===== config.mk =====
export PLATFORM = sky130hd
export DESIGN_NAME = lf_seq_divider
export DESIGN_NICKNAME = d
export VERILOG_FILES = /design/src/rtl/lf_seq_divider_pkg.sv /design/src/rtl/lf_seq_divider_prefix_sub.sv /design/src/rtl/lf_seq_divider.sv
export SDC_FILE = /design/constraint.sdc
export NUM_CORES = 1
export LEC_CHECK = 0
export ABC_AREA = 1
export CORE_ASPECT_RATIO = 0.9
export CORE_MARGIN = 8
export CORE_UTILIZATION = 45
export CTS_BUF_LIST = sky130_fd_sc_hd__clkbuf_8
export CTS_CLUSTER_SIZE = 25
export DETAILED_ROUTE_END_ITERATION = 7
export GPL_TIMING_DRIVEN = 0
export PLACE_DENSITY_LB_ADDON = 0.05
export REMOVE_ABC_BUFFERS = 1
export SLEW_MARGIN = 20
export SYNTH_ARGS = -nofsm -noshare
export SYNTH_HDL_FRONTEND = slang
export SYNTH_SLANG_ARGS = --single-unit

===== constraint.sdc =====
create_clock -name clk -period 2.7 [get_ports clk]
set_clock_uncertainty 0.1 [all_clocks]
set_input_delay 0.81 -clock clk [delete_from_list [all_inputs] [get_ports clk]]
set_output_delay 0.81 -clock clk [all_outputs]
set_load 0.03 [all_outputs]

===== src/rtl/lf_seq_divider_pkg.sv =====
// Shared widths, state encoding and constants for the sequential divider.
package lf_pkg;
  localparam int DVD_W = 34;
  localparam int DVS_W = 32;
  localparam int CNT_W = 6;

  typedef enum logic [1:0] {
    IDLE = 2'd0,
    BUSY = 2'd1,
    DONE = 2'd2
  } state_t;

  localparam logic [DVD_W-1:0] DZ_QUOT = '1;
endpackage


===== src/rtl/lf_seq_divider_prefix_sub.sv =====
// Combinational a-b computed as a + ~b + 1 through a Ladner-Fisher prefix carry tree.
module lf_prefix_sub #(
  parameter int W = 33
) (
  input  logic [W-1:0] a,
  input  logic [W-1:0] b,
  output logic [W-1:0] diff,
  output logic         borrow
);
  localparam int LVL = $clog2(W);

  // Each level merges every odd-indexed block with the last bit of the block before it.
  function automatic logic [W-1:0] prefix_carry(input logic [W-1:0] g_in, input logic [W-1:0] p_in);
    logic [W-1:0] g, p, g_nx, p_nx;
    g = g_in;
    p = p_in;
    for (int l = 0; l < LVL; l++) begin
      g_nx = g;
      p_nx = p;
      for (int i = 0; i < W; i++) begin
        if (((i >> l) & 1) == 1) begin
          g_nx[i] = g[i] | (p[i] & g[((i >> l) << l) - 1]);
          p_nx[i] = p[i] & p[((i >> l) << l) - 1];
        end
      end
      g = g_nx;
      p = p_nx;
    end
    return g;
  endfunction

  logic [W-1:0] p_bit, g_bit, g_seed, carry;

  always_comb begin
    p_bit  = a ^ ~b;
    g_bit  = a & ~b;
    // Carry-in of 1 folds into bit 0: it generates whenever it propagates.
    g_seed = {g_bit[W-1:1], g_bit[0] | p_bit[0]};
    carry  = prefix_carry(g_seed, p_bit);
    diff   = p_bit ^ {carry[W-2:0], 1'b1};
    borrow = ~carry[W-1];
  end
endmodule


===== src/rtl/lf_seq_divider.sv =====
// Radix-2 restoring divider with valid/ready handshakes on operand and result sides.
module lf_seq_divider
  import lf_pkg::*;
#(
  parameter int DVD_W = lf_pkg::DVD_W,
  parameter int DVS_W = lf_pkg::DVS_W,
  parameter int CNT_W = lf_pkg::CNT_W
) (
  input  logic             clk,
  input  logic             rst,
  input  logic             in_valid,
  output logic             in_ready,
  input  logic [DVD_W-1:0] dividend,
  input  logic [DVS_W-1:0] divisor,
  output logic             out_valid,
  input  logic             out_ready,
  output logic [DVD_W-1:0] quot,
  output logic [DVS_W-1:0] rem,
  output logic             dz
);
  state_t           state;
  logic [DVD_W-1:0] q_sr;
  logic [DVS_W:0]   r_sr;
  logic [DVS_W-1:0] dvs;
  logic [CNT_W-1:0] cnt;

  logic [DVS_W:0]   trial, diff, r_next;
  logic             borrow, sub_ok;
  logic [DVD_W-1:0] q_next;

  assign trial = {r_sr[DVS_W-1:0], q_sr[DVD_W-1]};

  lf_prefix_sub #(.W(DVS_W + 1)) u_sub (
    .a      (trial),
    .b      ({1'b0, dvs}),
    .diff   (diff),
    .borrow (borrow)
  );

  // R stays below the divisor, so its top bit is zero; OR-ing it in keeps the full width honest.
  assign sub_ok = ~borrow | r_sr[DVS_W];
  assign r_next = sub_ok ? diff : trial;
  assign q_next = {q_sr[DVD_W-2:0], sub_ok};

  always_ff @(posedge clk) begin
    if (rst) begin
      state     <= IDLE;
      in_ready  <= 1'b1;
      out_valid <= 1'b0;
      quot      <= '0;
      rem       <= '0;
      dz        <= 1'b0;
      q_sr      <= '0;
      r_sr      <= '0;
      dvs       <= '0;
      cnt       <= '0;
    end else begin
      case (state)
        IDLE: begin
          if (in_valid) begin
            dvs      <= divisor;
            in_ready <= 1'b0;
            if (divisor == '0) begin
              state     <= DONE;
              out_valid <= 1'b1;
              quot      <= '1;
              rem       <= dividend[DVS_W-1:0];
              dz        <= 1'b1;
            end else begin
              state <= BUSY;
              q_sr  <= dividend;
              r_sr  <= '0;
              cnt   <= CNT_W'(DVD_W);
            end
          end
        end
        BUSY: begin
          r_sr <= r_next;
          q_sr <= q_next;
          cnt  <= cnt - CNT_W'(1);
          if (cnt == CNT_W'(1)) begin
            state     <= DONE;
            out_valid <= 1'b1;
            quot      <= q_next;
            rem       <= r_next[DVS_W-1:0];
            dz        <= 1'b0;
          end
        end
        DONE: begin
          if (out_ready) begin
            state     <= IDLE;
            out_valid <= 1'b0;
            in_ready  <= 1'b1;
          end
        end
        default: state <= IDLE;
      endcase
    end
  end
endmodule


## After elaboration in Yosys (flattened, before gate mapping)

Index checks and enable logic that the tools add are counted.

- Bits in registers: 176
- Bits in latches: 0
- Bits in writable memories: 0
- Memory bits (read-only): 0
- Output and inout bits: 69
- Memories: 0

- $add $sub $neg: 1
- Multipliers: 0
- Divide/modulo/power cells: 0
- Order comparisons: 0
- Eq/ne operators: 8
- Shifts and indexed selects: 0
- Muxes and demuxes: 33
- Bitwise logic cells: 217
- Reductions and logical operators: 11

Operators by type and width:

| kind | count |
|---|---|
| 2-to-1 mux 34 bit | 5 |
| one-hot mux 34 bit (2 select lines) | 2 |
| AND 1 bit | 130 |
| 2-to-1 mux 33 bit | 3 |
| 2-to-1 mux 32 bit | 3 |
| OR 1 bit | 83 |
| one-hot mux 33 bit (2 select lines) | 1 |
| bitwise XOR 33 bit | 2 |
| one-hot mux 32 bit (2 select lines) | 1 |
| AND 33 bit | 1 |
| NOT 32 -> 33 bit | 1 |
| logical NOT 32 bit | 1 |
| 2-to-1 mux 6 bit | 2 |
| one-hot mux 6 bit (2 select lines) | 1 |
| != test 2 bit (second input constant) | 5 |
| AND reduction 3 bit | 3 |
| 2-to-1 mux 2 bit | 4 |
| 2-to-1 mux 1 bit | 7 |
| equality test 6 x 1 -> 1 bit (second input constant) | 1 |
| one-hot mux 2 bit (3 select lines) | 1 |
| subtractor 6 x 1 -> 6 bit (second input constant) | 1 |
| AND reduction 5 bit | 1 |
| one-hot mux 1 bit (2 select lines) | 2 |
| AND reduction 4 bit | 1 |
| 7 further kinds | 8 |

## Depth between registers and ports, before layout

Gate-level depths: netlist of run 1.

- Depth in word-level cells: 19
- Gate-level depth with buffers: 23
- Gate-level depth less buffers: 22

## By module

From an unflattened synthesis of run 1, not the netlist that was laid out.

- Cell total of the unflattened synthesis: 1462
- Area total of the unflattened synthesis: 9535.4 um^2

Modules (own cells, without submodules):

| module | times used | cells an instance | area each (um^2) | seq. area each (um^2) |
|---|---|---|---|---|
| lf_seq_divider | 1 | 1123 | 7648.6 | 3523.4 |
| lf_prefix_sub | 1 | 339 | 1886.8 | 0.0 |

## Worst setup path after synthesis of run 1

Ideal clock, no wire load.

- Path kind: register to register
- From: reg q_sr[33]
- To: reg r_sr[11]
- Library setup time: 56 ps
- Arrival: 2665 ps
- Data required time: 2544 ps
- Setup slack: -121 ps
- Cell stages (with the launch flop): 24
- Period minus slack after synthesis: 2821 ps
- Cells stage by stage: dfxtp_1 inv_1 ha_1 inv_1 fa_1 nand2_1 nand2_1 nand3_1 nand2_2 nand2_2 nand2_2 nand2_1 nand2_1 a21oi_1 ha_1 inv_1 nor2_1 inv_1 nor2_2 clkbuf_1 nand2_1 nand3_1 nand2_1 inv_1

- Cells in the longest elaborated chain, start to end: 17
- Elaborated cells between the ends (all ways): 21
- Classes of those cells: 2 x mux; 19 x bitwise

Ends and longest elaborated chain:

| what | line | source |
|---|---|---|
| start, declared | lf_seq_divider.sv:22 | `logic [DVD_W-1:0] q_sr;` |
| start signal, assigned | lf_seq_divider.sv:71 | `q_sr <= dividend;` |
| start signal, assigned | lf_seq_divider.sv:79 | `q_sr <= q_next;` |
| AND 33 bit or bitwise XOR 33 bit (tied branches) | lf_seq_divider_prefix_sub.sv:36, lf_seq_divider_prefix_sub.sv:35 |  |
| OR 1 bit * | lf_seq_divider_prefix_sub.sv:38 | `g_seed = {g_bit[W-1:1], g_bit[0] \| p_bit[0]};` |
| AND 1 bit * | lf_seq_divider_prefix_sub.sv:22 | `g_nx[i] = g[i] \| (p[i] & g[((i >> l) << l) - 1]);` |
| OR 1 bit * | lf_seq_divider_prefix_sub.sv:22 |  |
| AND 1 bit * | lf_seq_divider_prefix_sub.sv:22 |  |
| OR 1 bit * | lf_seq_divider_prefix_sub.sv:22 |  |
| AND 1 bit * | lf_seq_divider_prefix_sub.sv:22 |  |
| OR 1 bit * | lf_seq_divider_prefix_sub.sv:22 |  |
| AND 1 bit | lf_seq_divider_prefix_sub.sv:22 |  |
| OR 1 bit | lf_seq_divider_prefix_sub.sv:22 |  |
| AND 1 bit | lf_seq_divider_prefix_sub.sv:22 |  |
| OR 1 bit | lf_seq_divider_prefix_sub.sv:22 |  |
| AND 1 bit | lf_seq_divider_prefix_sub.sv:22 |  |
| OR 1 bit | lf_seq_divider_prefix_sub.sv:22 |  |
| OR 1 bit | lf_seq_divider.sv:41 | `assign sub_ok = ~borrow \| r_sr[DVS_W];` |
| 2-to-1 mux 33 bit * | lf_seq_divider.sv:42 | `assign r_next = sub_ok ? diff : trial;` |
| one-hot mux 33 bit (2 select lines) * | lf_seq_divider.sv:58 | `case (state)` |
| end signal, assigned | lf_seq_divider.sv:78 | `r_sr <= r_next;` |
| end, declared | lf_seq_divider.sv:23 | `logic [DVS_W:0] r_sr;` |

Every way passes the cells marked *; elsewhere a longest branch is shown, timed or not.
A chain may end at the register's enable or synchronous reset.

## Worst setup path in the final report of run 1

- From: reg q_sr[33]
- To: reg r_sr[20]

- Cells in the longest elaborated chain, start to end: 17
- Elaborated cells between the ends (all ways): 21
- Classes of those cells: 2 x mux; 19 x bitwise

Ends and longest elaborated chain:

| what | line |
|---|---|
| AND 33 bit or bitwise XOR 33 bit (tied branches) | lf_seq_divider_prefix_sub.sv:36, lf_seq_divider_prefix_sub.sv:35 |
| OR 1 bit * | lf_seq_divider_prefix_sub.sv:38 |
| AND 1 bit * | lf_seq_divider_prefix_sub.sv:22 |
| OR 1 bit * | lf_seq_divider_prefix_sub.sv:22 |
| AND 1 bit * | lf_seq_divider_prefix_sub.sv:22 |
| OR 1 bit * | lf_seq_divider_prefix_sub.sv:22 |
| AND 1 bit * | lf_seq_divider_prefix_sub.sv:22 |
| OR 1 bit * | lf_seq_divider_prefix_sub.sv:22 |
| AND 1 bit * | lf_seq_divider_prefix_sub.sv:22 |
| OR 1 bit * | lf_seq_divider_prefix_sub.sv:22 |
| AND 1 bit | lf_seq_divider_prefix_sub.sv:22 |
| OR 1 bit | lf_seq_divider_prefix_sub.sv:22 |
| AND 1 bit | lf_seq_divider_prefix_sub.sv:22 |
| OR 1 bit | lf_seq_divider_prefix_sub.sv:22 |
| OR 1 bit | lf_seq_divider.sv:41 |
| 2-to-1 mux 33 bit * | lf_seq_divider.sv:42 |
| one-hot mux 33 bit (2 select lines) * | lf_seq_divider.sv:58 |

Marks and branches as above.

==> results.sh, run 1 <==
export IMPL_status="complete, but fails checks"
export IMPL_violations="setup timing"
export IMPL_cts_sinks=176
export IMPL_reg2reg_depth=24
export IMPL_leakagePower_nw=5.077
export IMPL_max_freq_ghz=0.3512
export IMPL_hold_buffers=0
export IMPL_core_area_um2=19040
export IMPL_dp_hpwl_um=15980
export IMPL_fp_dieW_um=162.4
export IMPL_holdCritPathClass="reg2reg"
export IMPL_fin_util=0.6015
export IMPL_cp_arrival_ps=3160
export IMPL_portBuffers=138
export IMPL_crit_path_start_kind="flip-flop"
export IMPL_final_setup_viol_count=88
export IMPL_dieArea_um2=23990
export IMPL_synth_area_um2=8677
export IMPL_path_clk_slew_ps=100
export IMPL_htreeDepth=4
export IMPL_whs_ps=365.3
export IMPL_crit_type="reg2reg"
export IMPL_worstPathRequired_ps=3010
export IMPL_drtPass1Iterations=5
export IMPL_post_place_ws_ps=-1454
export IMPL_tritoncts="done"
export IMPL_gp_congestion=0.7899
export IMPL_maxSlewHeadroom=0.4879
export IMPL_num_rows=48
export IMPL_drive_above_1_share=0.1512
export IMPL_crit_fanout=7
export IMPL_final_max_slew_viol_count=0
export IMPL_cap_violations=0
export IMPL_synthAdderAreaFrac=0.06056
export IMPL_clk_root_buffer_cell="clkbuf_8"
export IMPL_p_per_area_nw_per_um2=793.1
export IMPL_rr_endpoint="r_sr[20]$_SDFFE_PP0P_"
export IMPL_startpoint="q_sr[33]$_SDFFE_PP0P_"
export IMPL_period_share=1.055
export IMPL_endpoint="r_sr[20]$_SDFFE_PP0P_"
export IMPL_synthCells=1212
export IMPL_place_area_um2=10230
export IMPL_register_area_um2=3537
export IMPL_setup_slack_ps=-147.7
export IMPL_synth_edf_count=0
export IMPL_cts_max_path_buffers=2
export IMPL_cts_buffers=17
export IMPL_rsz0062_at_grt="yes"
export IMPL_synth_compound_area_frac=0.1909
export IMPL_ys_seq_elements=176
export IMPL_max_vdd_ir_drop_mv=0.4394
export IMPL_fillers=1806
export IMPL_grt_overflow=0
export IMPL_detail_route_antenna_nets=0
export IMPL_grt_use_total=0.2095
export IMPL_grt_antenna_before_repair=2
export IMPL_grt_max_degree=96
export IMPL_grt_pass1_vias=7913
export IMPL_synth_top_family_by_area="simple AND/OR/NAND/NOR gates"
export IMPL_synth_warnings=0
export IMPL_area_growth_pct=31.97
export IMPL_insertion_delay_ps=470
export IMPL_vias=8454
export IMPL_finalSetupTns_ps=-5554
export IMPL_ioPinCount=139
export IMPL_synthXorXnorAreaFrac=0.01009
export IMPL_seq_area_frac_synth=0.4061
export IMPL_nets=1446
export IMPL_synthSimpleGateAreaFrac=0.2372
export IMPL_synthMuxAreaShare=0
export IMPL_rr_startpoint="q_sr[33]$_SDFFE_PP0P_"
export IMPL_grt_first_pass_wirelength_um=40610
export IMPL_synth_distinct_cells=38
export IMPL_fp_dieH_um=147.7
export IMPL_async_reset_ff_frac=0
export IMPL_via_per_inst=5.287
export IMPL_drt_iter0_drc=665
export IMPL_hold_viol=0
export IMPL_diodes=0
export IMPL_drc=0
export IMPL_synth_ff_type="dfxtp_1"
export IMPL_cp_end_kind="flip-flop"
export IMPL_post_drt_wl_per_cell_um=16.71
export IMPL_final_area_um2=11450
export IMPL_r2r_slack_ps=-150
export IMPL_start_util=0.4558
export IMPL_layout_min_cycle_time_ps=2848
export IMPL_routed_wl_um=26730
export IMPL_syn_area_per_cell_um2=7.159
export IMPL_multi_input_area_um2=4902
export IMPL_tightest_slew_ps=766.3
[worst max-delay path, cell delays in order, from the launching register on]
cell	delay (ps)
dfxtp_2	340
inv_2	60
ha_4	120
inv_2	30
fa_2	350
nand2_2	70
nand2_2	60
nand3_2	80
nand2_4	70
nand2_4	90
nand2_8	60
nand2_4	70
nand2_4	50
a21oi_2	120
ha_2	180
inv_2	40
nor2_4	110
inv_2	60
nor2_4	150
clkbuf_16	190
buf_12	140
nand2_4	60
nand3_2	70
nand2_1	50
inv_1	50
[routing by layer]
| metal | vias up | wire length (um) | part of all wire | GRT usage |
|---|---|---|---|---|
| li1 | 4237 | - | - | - |
| met1 | 3904 | 12430 | 0.46 | 0.2754 |
| met2 | 259 | 12200 | 0.46 | 0.3378 |
| met3 | 50 | 1431 | 0.054 | 0.04226 |
| met4 | 4 | 651 | 0.024 | 0.06846 |
| met5 | - | 22 | 0.00082 | 0 |
[report_power, final]
part           internal, W  leakage (nW)  switching (W)
sequential         0.00300          1.45       0.000265
combinational      0.00161          3.45        0.00247
clock             0.000710         0.177        0.00102
[kinds of logic (layout without fill, tap and decap cells)]
| family | after synthesis | in the layout |
|---|---|---|
| xor gates and xnor gates | 10 | 10 |
| and+or+nand+nor | 498 | 500 |
| adders and majority gates | 39 | 39 |
| AOI/OAI and AO/OA | 286 | 286 |
| DFF | 176 | 176 |
| buffers and inverters | 203 | 338 |
[sequential cells by signal, indices dropped and copies added (netlist names)]
| register | count |
|---|---|
| r_sr | 33 |
| q_sr | 34 |
| quot | 34 |
| cnt | 6 |
| dz | 1 |
| dvs | 32 |
| out_valid | 1 |
| state | 2 |
| rem | 32 |
| in_ready | 1 |
[worst min-delay path by stage]
| stage | start | depth (start not counted) | endpoint | slack, ps |
|---|---|---|---|---|
| after floorplan | cnt[5]$_SDFFE_PP0P_ | 2 | cnt[5]$_SDFFE_PP0P_ | 330 |
| after global placement | in_ready$_SDFFE_PP1P_ | 2 | in_ready$_SDFFE_PP1P_ | 340 |
| after detailed placement | dvs[18]$_SDFFE_PP0P_ | 2 | dvs[18]$_SDFFE_PP0P_ | 350 |
| after CTS | dvs[18]$_SDFFE_PP0P_ | 2 | dvs[18]$_SDFFE_PP0P_ | 360 |
| after global routing | dvs[13]$_SDFFE_PP0P_ | 2 | dvs[13]$_SDFFE_PP0P_ | 390 |
| final | dvs[3]$_SDFFE_PP0P_ | 2 | dvs[3]$_SDFFE_PP0P_ | 370 |
[synthesized netlist by cell type, types with 7 or more instances]
cell type,number,area share
nor2_1,118,0.051
o21ai_0,88,0.051
nand3b_1,8,0.0069
a31oi_1,46,0.033
ha_1,34,0.049
a22oi_1,7,0.0061
nand3_1,62,0.036
dfxtp_1,176,0.41
inv_1,132,0.057
clkbuf_1,39,0.017
nand2_1,283,0.12
buf_2,17,0.0098
o22ai_1,14,0.010
nand2_2,8,0.0058
o221a_2,18,0.023
a21oi_1,101,0.058
xor2_1,8,0.0081
[area by class of cell]
type,instances,area share
Clock buffer,20,0.02404
Clock inverter,11,0.007102
Inverter,137,0.04851
Multi-Input combinational cell,835,0.4281
Sequential cell,176,0.3089
Tap cell,250,0.02732
Timing Repair Buffer,168,0.1545
Timing Repair inverter,2,0.001530
[stage by stage]
| step | power, W | cells |
|---|---|---|
| final | 0.009082 | 1599 |
| after global routing | 0.009681 | 1599 |
| after CTS | 0.008821 | 1589 |
| after detailed placement | 0.006654 | 1540 |
| after global placement | 0.006528 | 1534 |
| after floorplan | 0.005503 | 1146 |
[layout by cell type, fill, tap and decap left out, types with 4 or more instances in the layout]
cell | netlist | routed
buf_4 | 5 | 18
inv_1 | 132 | 127
dfxtp_2 | 0 | 11
inv_2 | 4 | 6
inv_6 | 0 | 6
nor2_4 | 1 | 7
nor3_1 | 5 | 4
o221a_2 | 18 | 18
nand2_4 | 0 | 15
ha_1 | 34 | 21
a21oi_1 | 101 | 89
xor2_1 | 8 | 8
o22ai_1 | 14 | 14
nand3_1 | 62 | 48
nand3_2 | 4 | 18
a21oi_2 | 0 | 8
ha_4 | 0 | 11
o21ai_0 | 88 | 85
clkbuf_8 | 0 | 20
nand2_2 | 8 | 19
a31oi_1 | 46 | 46
a21oi_4 | 0 | 4
a22oi_2 | 0 | 6
fa_1 | 5 | 4
nor2_1 | 118 | 109
dfxtp_1 | 176 | 165
nand3b_1 | 8 | 8
nand2_1 | 283 | 256
buf_6 | 3 | 4
nand4_1 | 4 | 4
clkinvlp_4 | 0 | 5
o21ai_1 | 5 | 6
nor2_2 | 1 | 5
clkdlybuf4s50_1 | 0 | 137
[what timing repair did]
action                     CTS  global route
setup buffers               15             7
gates resized for setup     94            51
setup endpoints to repair  142           109
pin swaps                   35            13
gates cloned                 3             3
No activity file was read; power rests on OpenSTA's default activity.
==> run 2, diff against run 1 <==
--- a/config.mk
+++ b/config.mk
@@ -6,9 +6,11 @@
 export NUM_CORES = 1
 export LEC_CHECK = 0
 export ABC_AREA = 1
-export CORE_ASPECT_RATIO = 0.9
+export CELL_PAD_IN_SITES_DETAIL_PLACEMENT = 0
+export CELL_PAD_IN_SITES_GLOBAL_PLACEMENT = 2
+export CORE_ASPECT_RATIO = 0.8
 export CORE_MARGIN = 8
-export CORE_UTILIZATION = 45
+export CORE_UTILIZATION = 28
 export CTS_BUF_LIST = sky130_fd_sc_hd__clkbuf_8
 export CTS_CLUSTER_SIZE = 25
 export DETAILED_ROUTE_END_ITERATION = 7
==> results.sh, run 2 (synthesis gave the netlist of run 1 again) <==
export IMPL_highest_layer="met5"
export IMPL_rr_startpoint="q_sr[33]$_SDFFE_PP0P_"
export IMPL_area_growth_pct=42.36
export IMPL_finalSetupTns_ps=-4436
export IMPL_grt_pass1_vias=8312
export IMPL_worstPathRequired_ps=2970
export IMPL_layout_min_cycle_time_ps=2827
export IMPL_grt_max_degree=78
export IMPL_final_common_cell="nand2_1"
export IMPL_hp_start="dvs[6]$_SDFFE_PP0P_"
export IMPL_hold_buffers=0
export IMPL_tritoncts="done"
export IMPL_cts_sinks=176
export IMPL_diodes=0
export IMPL_instances_no_fill=1777
export IMPL_status="complete, but fails checks"
export IMPL_place_area_um2=10560
export IMPL_via_per_inst=4.746
export IMPL_final_setup_viol_count=61
export IMPL_portBuffers=138
export IMPL_cts_max_path_buffers=2
export IMPL_routed_wl_um=32500
export IMPL_rsz0062_at_grt="yes"
export IMPL_grt_antenna_before_repair=1
export IMPL_gp_congestion=0.7288
export IMPL_grt_overflow=0
export IMPL_drtPass1Iterations=5
export IMPL_max_freq_ghz=0.3537
export IMPL_m1WireLength_um=16850
export IMPL_wl_met3_um=1443
export IMPL_max_vdd_ir_drop_mv=0.3505
export IMPL_clk_root_buffer_cell="clkbuf_8"
export IMPL_crit_type="reg2reg"
export IMPL_leakagePower_nw=5.547
export IMPL_cts_buffers=17
export IMPL_cp_arrival_ps=3100
export IMPL_drive_above_1_share=0.2082
export IMPL_fp_dieW_um=212.8
export IMPL_nets=1460
export IMPL_cap_violations=0
export IMPL_mostFrequentLayoutCells="nand2_1 (239), dfxtp_1 (160), clkdlybuf4s50_1 (136)"
export IMPL_p_per_area_nw_per_um2=781.8
export IMPL_final_area_um2=12350
export IMPL_hold_viol=0
export IMPL_start_util=0.2849
export IMPL_post_place_ws_ps=-1396
export IMPL_violations="setup timing"
export IMPL_period_share=1.047
export IMPL_detail_route_antenna_nets=0
export IMPL_placedCellCount=1707
export IMPL_crit_fanout=2
export IMPL_startpoint="q_sr[33]$_SDFFE_PP0P_"
export IMPL_r2r_slack_ps=-130
export IMPL_drc=0
export IMPL_holdCritPathClass="reg2reg"
export IMPL_ioPinCount=139
export IMPL_fp_dieH_um=173.5
export IMPL_grt_first_pass_wirelength_um=50270
export IMPL_insertion_delay_ps=490
export IMPL_num_rows=57
export IMPL_reg_top3="q_sr (34), quot (34), r_sr (33)"
export IMPL_vias=8433
export IMPL_grt_use_total=0.1755
export IMPL_dieArea_um2=36910
export IMPL_tightest_slew_ps=635.8
export IMPL_setup_slack_ps=-126.9
export IMPL_cp_end_kind="flip-flop"
export IMPL_wl_met2_um=13790
export IMPL_dp_hpwl_um=20580
export IMPL_core_area_um2=30450
export IMPL_post_drt_wl_per_cell_um=18.29
export IMPL_path_clk_slew_ps=100
export IMPL_final_max_slew_viol_count=0
export IMPL_htreeDepth=4
export IMPL_crit_path_start_kind="flip-flop"
export IMPL_drt_iter0_drc=390
export IMPL_total_power_w=0.009657
export IMPL_maxSlewHeadroom=0.5762
[run 2: worst paths after layout]
kind,to,depth (start not counted)
setup / recovery,rem[5]$_SDFFE_PP0P_,16
hold / removal,dvs[6]$_SDFFE_PP0P_,2
setup reg to reg,rem[5]$_SDFFE_PP0P_,16
hold reg to reg,dvs[6]$_SDFFE_PP0P_,2
[run 2: final cells by class]
| cell class | count | area, um2 |
|---|---|---|
| inverters | 137 | 563.0 |
| well taps | 413 | 516.7 |
| multi-input cells | 834 | 5246 |
| flip-flops and latches | 176 | 3546 |
| clock buffers | 19 | 261.5 |
| repair inverters | 1 | 8.758 |
| repair buffers | 184 | 2087 |
| fillers | 3254 | 18100 |
| clock inverters | 13 | 123.9 |
[run 2: per-stage QoR]
stage	util	hold WS [ps]
final	0.4056	366.4
after global routing	0.4056	394.1
after CTS	0.3979	367.8
after detailed placement	0.3466	353.5
after global placement	0.3370	349.5
after floorplan	-	334.9
[run 2: repair_timing]
item	in CTS	in global routing
pin swaps	43	27
resized for setup	191	63
setup endpoints to repair	126	117
cloned	6	1
setup buffers	29	4
[run 2: power breakdown]
part / leakage, nW / internal (W) / switching [W]
registers: 1.46 / 0.00300 / 0.000290
clock network: 0.184 / 0.000721 / 0.00114
logic: 3.91 / 0.00182 / 0.00268
total: 5.55 / 0.00554 / 0.00411
[run 2: critical path, stage by stage, from the launching register on]
cell and delay (ps):
dfxtp_2 340, inv_2 60, ha_4 120, inv_2 30, fa_2 340, nand2_2 70
nand2_2 60, buf_4 130, buf_4 120, buf_4 120, buf_4 120, buf_4 120
and2_1 140, fa_2 330, xor2_1 180, a22oi_2 240, a31oi_1 100
[run 2: per-layer routing]
layer | up-vias | track usage
met5 | - | 0
met1 | 3971 | 0.2567
li1 | 4280 | -
met2 | 155 | 0.2604
met4 | 2 | 0.04078
met3 | 25 | 0.03379
